==> src/rtl/regfile_sb_if.sv <==
// Bundles the register-file read, write-back and issue signals.
// The master side is the pipeline; the slave side is regfile_sb.
interface regfile_sb_if #(
  parameter int XLEN  = 32,
  parameter int NREGS = 32
);
  localparam int AW = $clog2(NREGS);

  logic [AW-1:0]   addr_r1;
  logic [AW-1:0]   addr_r2;
  logic [XLEN-1:0] data_r1;
  logic [XLEN-1:0] data_r2;
  logic            busy_r1;
  logic            busy_r2;
  logic            we0;
  logic [AW-1:0]   addr_w0;
  logic [XLEN-1:0] data_w0;
  logic            we1;
  logic [AW-1:0]   addr_w1;
  logic [XLEN-1:0] data_w1;
  logic            iss_valid;
  logic [AW-1:0]   iss_rd;

  modport master (
    output addr_r1, addr_r2, we0, addr_w0, data_w0, we1, addr_w1, data_w1,
           iss_valid, iss_rd,
    input  data_r1, data_r2, busy_r1, busy_r2
  );

  modport slave (
    input  addr_r1, addr_r2, we0, addr_w0, data_w0, we1, addr_w1, data_w1,
           iss_valid, iss_rd,
    output data_r1, data_r2, busy_r1, busy_r2
  );
endinterface

==> src/rtl/regfile_sb.sv <==
// NREGS x XLEN register file, two async reads, two write-back ports, busy-bit scoreboard.
// Define REGFILE_BYPASS_EN to forward same-cycle write-back data and busy clears to the reads.
module regfile_sb #(
  parameter int XLEN  = 32,
  parameter int NREGS = 32
) (
  input  logic         clk,
  input  logic         reset,
  regfile_sb_if.slave  rf
);
  localparam int AW = $clog2(NREGS);

  logic [XLEN-1:0]  regs_q [NREGS];
  logic [XLEN-1:0]  regs_d [NREGS];
  logic [NREGS-1:0] busy_q;
  logic [NREGS-1:0] busy_d;

  always_comb begin
    regs_d = regs_q;
    busy_d = busy_q;
    if (rf.we0 && rf.addr_w0 != '0) regs_d[rf.addr_w0] = rf.data_w0;
    if (rf.we1 && rf.addr_w1 != '0) regs_d[rf.addr_w1] = rf.data_w1;
    // A new issue to r overrides a retiring write-back to r in the same cycle.
    for (int r = 1; r < NREGS; r++) begin
      if (rf.iss_valid && rf.iss_rd == AW'(r)) begin
        busy_d[r] = 1'b1;
      end else if ((rf.we0 && rf.addr_w0 == AW'(r)) ||
                   (rf.we1 && rf.addr_w1 == AW'(r))) begin
        busy_d[r] = 1'b0;
      end
    end
    regs_d[0] = '0;
    busy_d[0] = 1'b0;
  end

  always_ff @(posedge clk) begin
    if (reset) begin
      regs_q <= '{default: '0};
      busy_q <= '0;
    end else begin
      regs_q <= regs_d;
      busy_q <= busy_d;
    end
  end

  // Returns {busy, data} for one read address.
  function automatic logic [XLEN:0] read_port(input logic [AW-1:0] a);
    logic [XLEN-1:0] d;
    logic            b;
    d = regs_q[a];
    b = busy_q[a];
`ifdef REGFILE_BYPASS_EN
    if (a != '0) begin
      if (rf.we1 && rf.addr_w1 == a) begin
        d = rf.data_w1;
        b = rf.iss_valid && rf.iss_rd == a;
      end else if (rf.we0 && rf.addr_w0 == a) begin
        d = rf.data_w0;
        b = rf.iss_valid && rf.iss_rd == a;
      end
    end
`endif
    return {b, d};
  endfunction

  logic [XLEN:0] rd1;
  logic [XLEN:0] rd2;

  always_comb begin
    rd1 = read_port(rf.addr_r1);
    rd2 = read_port(rf.addr_r2);
  end

  assign rf.data_r1 = rd1[XLEN-1:0];
  assign rf.busy_r1 = rd1[XLEN];
  assign rf.data_r2 = rd2[XLEN-1:0];
  assign rf.busy_r2 = rd2[XLEN];
endmodule

==> src/flat_wrapper.sv <==
// flat-port wrapper written by rule: the top's interface ports become plain ports
module regfile_sb_flat 
#(
  parameter int XLEN  = 32,
  parameter int NREGS = 32
)
  (clk, reset, rf_addr_r1, rf_addr_r2, rf_we0, rf_addr_w0, rf_data_w0, rf_we1, rf_addr_w1, rf_data_w1, rf_iss_valid, rf_iss_rd, rf_data_r1, rf_data_r2, rf_busy_r1, rf_busy_r2);
  regfile_sb_if #(.XLEN(XLEN), .NREGS(NREGS)) rf_i ();
  input  logic clk;
  input  logic reset;
  input wire logic [$bits(rf_i.addr_r1)-1:0] rf_addr_r1;
  input wire logic [$bits(rf_i.addr_r2)-1:0] rf_addr_r2;
  input wire logic [$bits(rf_i.we0)-1:0] rf_we0;
  input wire logic [$bits(rf_i.addr_w0)-1:0] rf_addr_w0;
  input wire logic [$bits(rf_i.data_w0)-1:0] rf_data_w0;
  input wire logic [$bits(rf_i.we1)-1:0] rf_we1;
  input wire logic [$bits(rf_i.addr_w1)-1:0] rf_addr_w1;
  input wire logic [$bits(rf_i.data_w1)-1:0] rf_data_w1;
  input wire logic [$bits(rf_i.iss_valid)-1:0] rf_iss_valid;
  input wire logic [$bits(rf_i.iss_rd)-1:0] rf_iss_rd;
  output wire logic [$bits(rf_i.data_r1)-1:0] rf_data_r1;
  output wire logic [$bits(rf_i.data_r2)-1:0] rf_data_r2;
  output wire logic [$bits(rf_i.busy_r1)-1:0] rf_busy_r1;
  output wire logic [$bits(rf_i.busy_r2)-1:0] rf_busy_r2;
  assign rf_i.addr_r1 = rf_addr_r1;
  assign rf_i.addr_r2 = rf_addr_r2;
  assign rf_i.we0 = rf_we0;
  assign rf_i.addr_w0 = rf_addr_w0;
  assign rf_i.data_w0 = rf_data_w0;
  assign rf_i.we1 = rf_we1;
  assign rf_i.addr_w1 = rf_addr_w1;
  assign rf_i.data_w1 = rf_data_w1;
  assign rf_i.iss_valid = rf_iss_valid;
  assign rf_i.iss_rd = rf_iss_rd;
  assign rf_data_r1 = rf_i.data_r1;
  assign rf_data_r2 = rf_i.data_r2;
  assign rf_busy_r1 = rf_i.busy_r1;
  assign rf_busy_r2 = rf_i.busy_r2;
  regfile_sb #(.XLEN(XLEN), .NREGS(NREGS)) u_core (.clk(clk), .reset(reset), .rf(rf_i));
endmodule
==> config.mk <==
export PLATFORM = sky130hd
export DESIGN_NAME = regfile_sb_flat
export DESIGN_NICKNAME = d
export VERILOG_FILES = /design/src/rtl/regfile_sb_if.sv /design/src/rtl/regfile_sb.sv /design/src/flat_wrapper.sv
export SDC_FILE = /design/constraint.sdc
export NUM_CORES = 2
export LEC_CHECK = 0
export BUFFER_PORTS_ARGS = -buffer_cell sky130_fd_sc_hd__buf_4
export CORE_MARGIN = 10
export CORE_UTILIZATION = 25
export DETAILED_ROUTE_END_ITERATION = 10
export GPL_ROUTABILITY_DRIVEN = 0
export PLACE_DENSITY = 0.47
export SYNTH_ARGS = -nofsm -noshare
export SYNTH_HDL_FRONTEND = slang
export SYNTH_SLANG_ARGS = --single-unit
==> constraint.sdc <==
create_clock -name clk -period 4.9 [get_ports clk]
set_input_delay 0.98 -clock clk [delete_from_list [all_inputs] [get_ports clk]]
set_output_delay 0.98 -clock clk [all_outputs]
set_load 0.01 [all_outputs]
==> reports/summary.txt <==
Distinct cells, synth = 56
Post-CTS Setup Bufs = 0
Clock Sinks = 1,023
final hold violations = 0
DPL Wire Length = 206,000 µm
post-layout min period = 4.97 ns
largest net degree at the start of global routing = 132
CP max-delay cell = o31ai_1
Setup CP Type = in -> out
Hold Path Class = reg -> reg
Synth Net Count = 7,254
post-synthesis cell count = 7,160
Placed Cells incl. Taps = 9,991
worst path required time = 3.92 ns
Ys Warns = 0
hold-fix buffers at CTS = 0
Root Buffer = clkbuf_16
row cnt = 183
synthesized area per cell = 8.71 µm²
I/O pin total = 160
Clock transition at path regs = 0.06 ns
total die area = 0.270 mm²
first-pass GRT wire length = 473,000 µm
failing checks = setup timing
crit-path leading delay family = buffers and inverters
Total Routed Length = 338,000 µm
post-route ant nets = 0
Worst path max stage delay = 0.99 ns
result of the run = complete, but fails checks
remaining global-route overflow = 0
Die Height = 520 µm
main flop type after synthesis = dfxtp_1
Cell Area, Synth = 0.0624 mm²
Post-synth EDFFs = 0
final core utilization = 28.5%
WL/cell = 33.0 µm
async set-reset flop share out of synthesis = 0%
DR pass1 iterations = 8
drt first-iter violations = 8,973
synthesis-stage register bit count = 1,023
initial antenna violation count = 25
setup ws final = -0.0696 ns
endpoints failing setup = 2
RSZ-0062 raised after global routing = false
Final Cycle Share = 101%
relative slew slack = 9.59%
Setup crit start kind = primary input
nets = 6,872
number of remaining DRC errors = 0
Design Area, Final = 0.0708 mm²
CP max FO = 34
placed inst area = 0.0669 mm²
CP endpoint kind = output port
NetSw = 6070 µW
fmax = 201 MHz
LEAKAGE = 0.0232 µW
clock latency on the worst-skew pair = 0.79 ns
WP data arrival = 3.99 ns
H-tree levels = 3
total of max-cap violations = 0
Internal = 14,400 µW
switching share of power = 29.7%
register area share after synthesis = 32.8%
CTS tree = built
sequential share of power = 42.2%
Die W = 520 µm
Fin Clk Skew = 0 ns
Layout Cells excl Fill = 10,216
vias per cell = 6.23
Max Root-Sink Buffers = 3
ratio of cells with drive above 1 in the final layout = 19.8%
count of final max-slew check failures = 0
GRT Overall Usage = 23.5%
Vias = 63,661
Worst Path Buf+Inv = 5
vias in the first global route = 60,109
CTS Buf Count = 114
critical-path cell list = buf_8 > buf_12 > buf_12 > mux4_2 > nand2_1 > and3_1 > o31ai_1 > buf_4 > buf_4
Starting Density = 25.1%
area grow syn2layout = 13.4%
Buffers on Ports = 159
Comb pwr share = 13.1%
PwrDens = 289 mW/mm²
core area = 0.248 mm²
maximum vdd drop = 332 µV
Slew @ Worst Pin = 1.35 ns
Clock power frac = 44.8%
## flip-flops by register name (all words and copies together), names as in the netlist
signal and flops:
u_core.regs_q 992, u_core.busy_q 31
## per-stage QoR
stage | worst slack, ns | hold slack, ns | power, µW | setup TNS (ns)
CTS | 0.0419 | 0.497 | 20400 | 0
global placement | -0.216 | 0.478 | 11400 | -0.278
global route | 0.0313 | 0.511 | 20800 | 0
finish | -0.0696 | 0.494 | 20500 | -0.119
detailed placement | -0.196 | 0.482 | 11400 | -0.220
floorplan | 1.40 | 0.462 | 10200 | 0
## repair_timing
action / 4_1_cts / 5_1_grt
gates cloned: 0 / 1
pin swaps: 0 / 0
setup endpoints to repair: 2 / 3
resized for setup: 2 / 2
## cells by family (layout without fill, tap and decap cells)
kind of cell           Yosys count  after routing  share of synthesized area [%]
buffers and inverters          974            682                           6.98
flip-flops                    1023           1023                           32.8
AND/OR/NAND/NOR               3001           3002                           20.3
other                            0             17                              0
AO/OA/AOI/OAI                 1507           1507                           21.3
multiplexers                   655            655                           18.6
## power by group through the flow
stage               clock, µW  combinational [µW]  sequential [µW]
floorplan                   0                1500             8740
global placement            0                2560             8790
detailed placement          0                2580             8800
CTS                      9170                2590             8610
global route             9490                2720             8630
finish                   9160                2670             8620
## worst reg2reg max path, delay by kind of cell (launching register included)
kind / cells / cell delay, ns
and+or+nand+nor: 1 / 0.09
AOI/OAI and AO/OA: 1 / 0.27
DFF: 1 / 0.51
## cells in the final DEF (no fill, tap or decap), types with 6 or more instances in the layout
cell / instances
clkbuf_8: 23
o211a_1: 6
clkinv_2: 29
nor2_1: 1042
dfxtp_1: 1023
o22ai_1: 66
a221oi_2: 92
nand2_4: 22
nor2_4: 25
nor2_2: 8
nand3_1: 327
nand2_1: 1129
and2_1: 37
a221oi_1: 179
nand2b_1: 7
nor3_1: 274
and3_1: 35
a211oi_1: 95
mux2_2: 65
nor2b_4: 8
o21ai_0: 26
buf_4: 417
bufinv_16: 8
o21ai_1: 39
buf_12: 51
a22o_1: 197
o211a_4: 12
mux4_2: 396
nand2_2: 42
diode_2: 17
o31ai_1: 63
clkbuf_1: 22
a32oi_1: 31
mux2i_1: 194
clkbuf_16: 116
a311oi_1: 692
## per-layer routing
metal / share of wire [%] / global-route usage (%)
met1: 38 / 29.8
met2: 44 / 36.0
met5: 0.073 / 0.404
met4: 7.1 / 14.7
met3: 11 / 5.65
## final cells by class
class | instances | area [µm²]
diodes | 17 | 42.5
fillers | 25979 | 178000
clock inverters | 46 | 480
clock buffers | 161 | 3300
repair buffers | 473 | 4230
multi-input cells | 5164 | 38100
inverters | 2 | 8.76
well taps | 3330 | 4170
flip-flops and latches | 1023 | 20500
## worst paths after layout
kind                 startpoint                  to  slack [ns]  cells past startpoint
max               rf_addr_r1[0]      rf_data_r1[30]       -0.07                      9
min          u_core.regs_q[353]  u_core.regs_q[353]        0.49                      2
max reg2reg  u_core.regs_q[542]  u_core.regs_q[542]        3.93                      2
min reg2reg  u_core.regs_q[353]  u_core.regs_q[353]        0.49                      2
## cell usage after synthesis (2+ instances only)
| cell type | instances | area [µm²] |
|---|---|---|
| a211oi_1 | 95 | 713 |
| a21boi_1 | 2 | 15.0 |
| a21oi_1 | 2 | 10.0 |
| a221oi_1 | 179 | 1570 |
| a221oi_2 | 92 | 1380 |
| a22o_1 | 197 | 1730 |
| a311oi_1 | 692 | 6060 |
| a32oi_1 | 31 | 272 |
| and2_1 | 40 | 250 |
| and3_1 | 35 | 219 |
| and4_1 | 2 | 17.5 |
| and4b_1 | 6 | 60.1 |
| and4bb_2 | 5 | 62.6 |
| buf_1 | 81 | 304 |
| buf_2 | 249 | 1250 |
| buf_4 | 55 | 413 |
| buf_6 | 23 | 259 |
| clkbuf_1 | 560 | 2100 |
| clkbuf_2 | 4 | 20.0 |
| dfxtp_1 | 1023 | 20500 |
| inv_1 | 2 | 7.51 |
| mux2_2 | 65 | 732 |
| mux2i_1 | 194 | 1940 |
| mux4_2 | 396 | 8920 |
| nand2_1 | 1190 | 4470 |
| nand2_2 | 3 | 18.8 |
| nand2b_1 | 9 | 56.3 |
| nand3_1 | 327 | 1640 |
| nand4b_4 | 3 | 71.3 |
| nor2_1 | 1050 | 3940 |
| nor2_2 | 15 | 93.8 |
| nor2_4 | 10 | 113 |
| nor2b_1 | 12 | 75.1 |
| nor3_1 | 275 | 1380 |
| nor3_2 | 4 | 40.0 |
| nor4b_2 | 2 | 30.0 |
| o211a_1 | 6 | 60.1 |
| o211a_4 | 12 | 210 |
| o21ai_0 | 27 | 135 |
| o21ai_1 | 39 | 195 |
| o22ai_1 | 66 | 413 |
| o31ai_1 | 66 | 495 |
Note: power is estimated with default switching activity, not from simulation.
